[config.mk]
export PLATFORM = sky130hd
export DESIGN_NAME = divider_16_8
export DESIGN_NICKNAME = d
export VERILOG_FILES = /design/src/rtl/divider_16_8_pkg.sv /design/src/rtl/divider_16_8_hex_to_seven_seg.sv /design/src/rtl/divider_16_8.sv
export SDC_FILE = /design/constraint.sdc
export NUM_CORES = 1
export LEC_CHECK = 0
export CAP_MARGIN = 20
export CORE_UTILIZATION = 54
export CTS_BUF_LIST = sky130_fd_sc_hd__clkbuf_2
export DETAILED_ROUTE_END_ITERATION = 12
export GPL_TIMING_DRIVEN = 0
export PLACE_DENSITY = 0.93
export SLEW_MARGIN = 40
export SYNTH_ARGS = -nofsm -noshare
export SYNTH_HDL_FRONTEND = slang
export SYNTH_HIERARCHICAL = 1
export SYNTH_SLANG_ARGS = --single-unit
export TNS_END_PERCENT = 10
[constraint.sdc]
create_clock -name clk -period 3.1 [get_ports clk]
set_clock_uncertainty 0.1 [all_clocks]
set_input_delay 0.93 -clock clk [delete_from_list [all_inputs] [get_ports clk]]
set_output_delay 0.93 -clock clk [all_outputs]
set_load 0.01 [all_outputs]
[src/rtl/divider_16_8_pkg.sv]
// Shared definitions for the divider: FSM encoding, default widths and the
// seven-segment glyph table also used by the multiplier top.
package divider_16_8_pkg;

  localparam int DEF_DIVIDEND_W = 16;
  localparam int DEF_DIVISOR_W  = 8;

  typedef enum logic [1:0] {
    IDLE = 2'd0,
    CALC = 2'd1,
    DONE = 2'd2
  } div_state_t;

  // Glyphs packed as {a,b,c,d,e,f,g}, active high, index = hex digit.
  localparam logic [6:0] SEG_PATTERNS [16] = '{
    7'h7E, 7'h30, 7'h6D, 7'h79, 7'h33, 7'h5B, 7'h5F, 7'h70,
    7'h7F, 7'h7B, 7'h77, 7'h1F, 7'h4E, 7'h3D, 7'h4F, 7'h47
  };

endpackage

[src/rtl/divider_16_8_hex_to_seven_seg.sv]
// Combinational hex digit to seven-segment decoder, {a,b,c,d,e,f,g} order.
module hex_to_seven_seg
  import divider_16_8_pkg::*;
(
  input  logic [3:0] digit,
  output logic [6:0] segs
);

  assign segs = SEG_PATTERNS[digit];

endmodule

[src/rtl/divider_16_8.sv]
// Sequential restoring divider, one quotient bit per clock, start/done handshake.
// Define DIV_SEG_DISPLAY_EN to drive seg_a..seg_g from quotient[3:0] while done.
module divider_16_8
  import divider_16_8_pkg::*;
#(
  parameter int DIVIDEND_W = DEF_DIVIDEND_W,
  parameter int DIVISOR_W  = DEF_DIVISOR_W
) (
  input  logic                  clk,
  input  logic                  reset_a,
  input  logic                  start,
  input  logic [DIVIDEND_W-1:0] dividend,
  input  logic [DIVISOR_W-1:0]  divisor,
  output logic                  done_flag,
  output logic [DIVIDEND_W-1:0] quotient,
  output logic [DIVISOR_W-1:0]  remainder,
  output logic                  div_by_zero,
  output logic                  seg_a,
  output logic                  seg_b,
  output logic                  seg_c,
  output logic                  seg_d,
  output logic                  seg_e,
  output logic                  seg_f,
  output logic                  seg_g
);

  localparam int CNT_W = $clog2(DIVIDEND_W + 1);

  div_state_t            state, state_next;
  logic [DIVIDEND_W-1:0] work;
  logic [DIVISOR_W-1:0]  dvs;
  logic [DIVISOR_W-1:0]  rem_r;
  logic [CNT_W-1:0]      cnt;

  logic [DIVISOR_W:0]    trial;
  logic [DIVISOR_W-1:0]  diff;
  logic                  q_bit;
  logic                  last_iter;

  // The compare is one bit wider than the divisor; the difference always fits
  // in DIVISOR_W bits because it is strictly less than the divisor.
  assign trial     = {rem_r, work[DIVIDEND_W-1]};
  assign q_bit     = (trial >= {1'b0, dvs});
  assign diff      = trial[DIVISOR_W-1:0] - dvs;
  assign last_iter = (cnt == CNT_W'(1));

  // NOTE: state and datapath registers use non-blocking assignment so every
  // flop samples the pre-edge values, independent of statement order.
  always_ff @(posedge clk or negedge reset_a) begin
    if (!reset_a) state <= IDLE;
    else          state <= state_next;
  end

  // NOTE: next state is defaulted first so no path through the case leaves it
  // unassigned, which would otherwise infer a latch.
  always_comb begin
    state_next = state;
    case (state)
      IDLE:    if (start) state_next = (divisor == '0) ? DONE : CALC;
      CALC:    if (last_iter) state_next = DONE;
      DONE:    if (!start) state_next = IDLE;
      default: state_next = IDLE;
    endcase
  end

  always_ff @(posedge clk or negedge reset_a) begin
    if (!reset_a) begin
      done_flag   <= 1'b0;
      quotient    <= '0;
      remainder   <= '0;
      div_by_zero <= 1'b0;
      work        <= '0;
      dvs         <= '0;
      rem_r       <= '0;
      cnt         <= '0;
    end else begin
      done_flag <= (state == DONE);
      case (state)
        IDLE: begin
          if (start) begin
            if (divisor == '0) begin
              quotient    <= '1;
              remainder   <= dividend[DIVISOR_W-1:0];
              div_by_zero <= 1'b1;
            end else begin
              work        <= dividend;
              dvs         <= divisor;
              rem_r       <= '0;
              cnt         <= CNT_W'(DIVIDEND_W);
              div_by_zero <= 1'b0;
            end
          end
        end
        CALC: begin
          // Dividend bits shift out the top while quotient bits fill from below.
          work  <= {work[DIVIDEND_W-2:0], q_bit};
          rem_r <= q_bit ? diff : trial[DIVISOR_W-1:0];
          cnt   <= cnt - CNT_W'(1);
          if (last_iter) begin
            quotient  <= {work[DIVIDEND_W-2:0], q_bit};
            remainder <= q_bit ? diff : trial[DIVISOR_W-1:0];
          end
        end
        default: ;
      endcase
    end
  end

  logic [6:0] segs;

`ifdef DIV_SEG_DISPLAY_EN
  logic [6:0] segs_raw;

  hex_to_seven_seg u_hex_to_seven_seg (
    .digit (quotient[3:0]),
    .segs  (segs_raw)
  );

  assign segs = done_flag ? segs_raw : 7'd0;
`else
  assign segs = 7'd0;
`endif

  assign {seg_a, seg_b, seg_c, seg_d, seg_e, seg_f, seg_g} = segs;

endmodule

==> metrics.md <==
| Metric | Value |
|---|---|
| Clock-pin slew on the worst setup and hold paths | `200 ps` |
| Post-synth ARST share | `100%` |
| Number of global-route vias before repair | `2696` |
| End-of-flow core utilization | `70.8%` |
| Area Overhead vs Synth | `24.2%` |
| Wire per inst | `15.6 um` |
| Worst path cell trace | `clkdlybuf4s50_1 -> nor4_1 -> a21oi_1 -> nor2_2 -> nor4_1 -> xnor2_1 -> nor2_1` |
| Layout filler cell count | `422` |
| Largest net degree at the start of global routing | `35` |
| RSZ-0062 raised after global routing | `no` |
| Row count | `27` |
| Critical R2R Launch | `work[15]$_DFFE_PN0P_` |
| Synth top area share | `50.9%` |
| Crit path buffers/inverters | `1` |
| Setup WS post-layout | `230 ps` |
| Antenna Nets Post-Route | `0` |
| Hold Crit Class | `in2async` |
| Core area | `0.00561 mm^2` |
| I/O pins | `60` |
| Vias per cell | `5.62` |
| Synth unique cells | `45` |
| Worst hold slack | `209 ps` |
| Max cap viols | `0` |
| Top cells by area, synth | `dfrtp_1 (51%), nor2_1 (6.9%), nand2_1 (6.2%)` |
| Worst Setup Start Kind | `input pin` |
| Slew @ Worst Pin | `748 ps` |
| Worst path max stage delay | `620 ps` |
| DR top layer | `met4` |
| Worst setup EP type | `register` |
| Placed cells | `478` |
| Worst Path Required | `3390 ps` |
| Synthesized area per cell | `9.22 um^2` |
| # DRC | `0` |
| Status | `completed` |
| Worst path arrival time | `3160 ps` |
| Cell mode on critical path | `nor4_1` |
| Antenna violations before repair | `0` |
| M1 WL | `3310 um` |
| Total power divided by cell area | `1120 mW/mm^2` |
| Die Y | `79.0 um` |
| Total power | `4430 uW` |
| GRT overflow | `0` |
| Post-synthesis cell count | `347` |
| Layout Cells excl Fill | `494` |
| I/O Buffers | `52` |
| # diodes | `0` |
| Post-synth EDFFs | `0` |
| Top fanout value on the critical path | `9` |
| Synth Register Bits | `65` |
| Delay-heaviest family, CP | `simple AND/OR/NAND/NOR gates` |
| CTS tree | `built` |
| DR iter-0 viols | `192` |
| Routed wire length | `7710 um` |
| Slew HR | `50.2%` |
| Final setup vio count | `0` |
| Starting Density | `57.0%` |
| CTS root buffer | `clkbuf_2` |
| Total GRT Usage | `27.2%` |
| Clock Sinks | `65` |
| Final period util | `92.6%` |
| Peak Freq | `348 MHz` |
| Max Slew Vio Count | `0` |
| Peak VDD IR | `540 uV` |
| Bufs on Longest Clock Path | `2` |
| Skew-Pair Late Insertion Delay | `530 ps` |
| Most frequent cell after synthesis | `dfrtp_1` |
| Nets | `455` |
| Critical path's slowest cell | `nor4_1` |
| Pre-antenna DRT Iters | `4` |
| Worst Setup Path Type | `in2reg` |
| First-pass GRT wire length | `12800 um` |
| GPL Wtd Cong | `0.861` |
| Area leader, netlist | `dfrtp_1` |
| # H-tree levels | `3` |
| Critical Path Source | `divisor[5]` |
| HPWL after DPL | `5600 um` |
| Leak | `0.00175 uW` |
| Post-Synthesis Cell Area | `0.00320 mm^2` |
| Synth top cells by count | `dfrtp_1 (65), nor2_1 (59), nand2_1 (53), a21oi_1 (21), o21ai_0 (19)` |
| Syn. warnings | `6` |
| CTS Buf Count | `9` |
| Post-synthesis sequential area ratio | `50.9%` |
| Prevailing post-synth register cell | `dfrtp_1` |
| Metal2 WL | `3840 um` |
| Via count of the routed design | `2778` |
| Final Hold Viols | `0` |
| Die Wd | `79.0 um` |
| DR WL met3 | `400 um` |
| Full die area | `0.00623 mm^2` |
| Share of layout cells above drive strength 1 | `9.00%` |
| Final min period | `2870 ps` |
| Setup slack at placement | `-488 ps` |
[final timing paths]
kind                                       endpoint  slack [ps]  depth (start not counted)
max reg2reg                remainder[0]$_DFFE_PN0P_         470                          9
min in group clk            div_by_zero$_DFFE_PN0P_         420                          2
max in group asynchronous      rem_r[4]$_DFFE_PN0P_        2160                          2
min                              cnt[4]$_DFFE_PN0P_         210                          1
max                              cnt[3]$_DFFE_PN0P_         230                          7
min reg2reg                 div_by_zero$_DFFE_PN0P_         420                          2
[area by class of cell]
class	instances	area, um^2	area share (%)
clock buffers	9	45.0	1.13
clock inverters	7	76.3	1.92
multi-input cells	252	1420	35.7
repair buffers	53	538	13.5
plain buffers	23	129	3.24
well taps	72	90.1	2.27
inverters	13	48.8	1.23
flip-flops and latches	65	1630	40.9
[repair_timing]
item | in CTS | in global routing
buffers inserted | 0 | 0
hold buffers | 0 | 0
setup endpoints to repair | 0 | 2
gates resized for setup | 0 | 1
[worst register-to-register path: stages, from the launching register on]
cell and delay (ps):
dfrtp_1 390, inv_1 70, ha_1 310, nand2b_1 150, a211oi_1 420, o311ai_2 140
a21boi_1 210, buf_6 190, mux2_4 320, a221oi_2 260
[flip-flops by register name, indices dropped and copies added (netlist names)]
signal	cells
quotient	16
work	16
dvs	8
rem_r	8
remainder	8
cnt	5
state	2
div_by_zero	1
done_flag	1
[logic make-up after synthesis]
family / count (synthesis) / synth area share, %
other: 1 / 0.117
and+or+nand+nor: 136 / 17.7
adders and majority gates: 11 / 4.54
muxes: 9 / 3.01
buffers and inverters: 36 / 5.56
DFF: 65 / 50.9
AOI/OAI and AO/OA: 82 / 16.3
xor gates and xnor gates: 7 / 1.92
[layer usage]
layer | vias up | global-route usage (%)
met3 | 15 | 3.56
met5 | - | 0
met1 | 1333 | 36.0
met2 | 108 | 44.9
met4 | 0 | 12.4
li1 | 1322 | -
[stage by stage]
stage | instance area [um^2] | setup TNS (ps)
6_report | 3970 | 0
4_1_cts | 3970 | 0
3_5_place_dp | 3850 | -6550
2_1_floorplan | 3220 | 0
5_1_grt | 3970 | 0
3_3_place_gp | 3830 | -67980
[report_power, final]
| part | internal, uW | total [uW] | switching (uW) | leakage [uW] |
|---|---|---|---|---|
| clock | 191 | 536 | 345 | 0.0000689 |
| sequential | 1240 | 1480 | 242 | 0.000733 |
| combinational | 1090 | 2420 | 1330 | 0.000951 |
[placed cells by master, fill, tap and decap left out, drive strengths merged, types with 2 or more instances in the layout]
cell	instances
a221oi	6
clkinvlp	2
clkinv	2
nand3	5
o21a	2
nor4	3
conb	7
xor2	4
a211oi	3
xnor2	3
clkbuf	17
and3	2
a21o	3
and2	2
buf	17
a21oi	21
a31oi	16
o21ai	19
nand2	53
nor2b	3
o21bai	2
o311ai	2
nand2b	4
inv	15
mux2	2
nor3	2
a21boi	2
ha	10
mux2i	7
nor2	59
clkdlybuf4s50	51
dfrtp	65
Power figures use the tool's default switching activity.
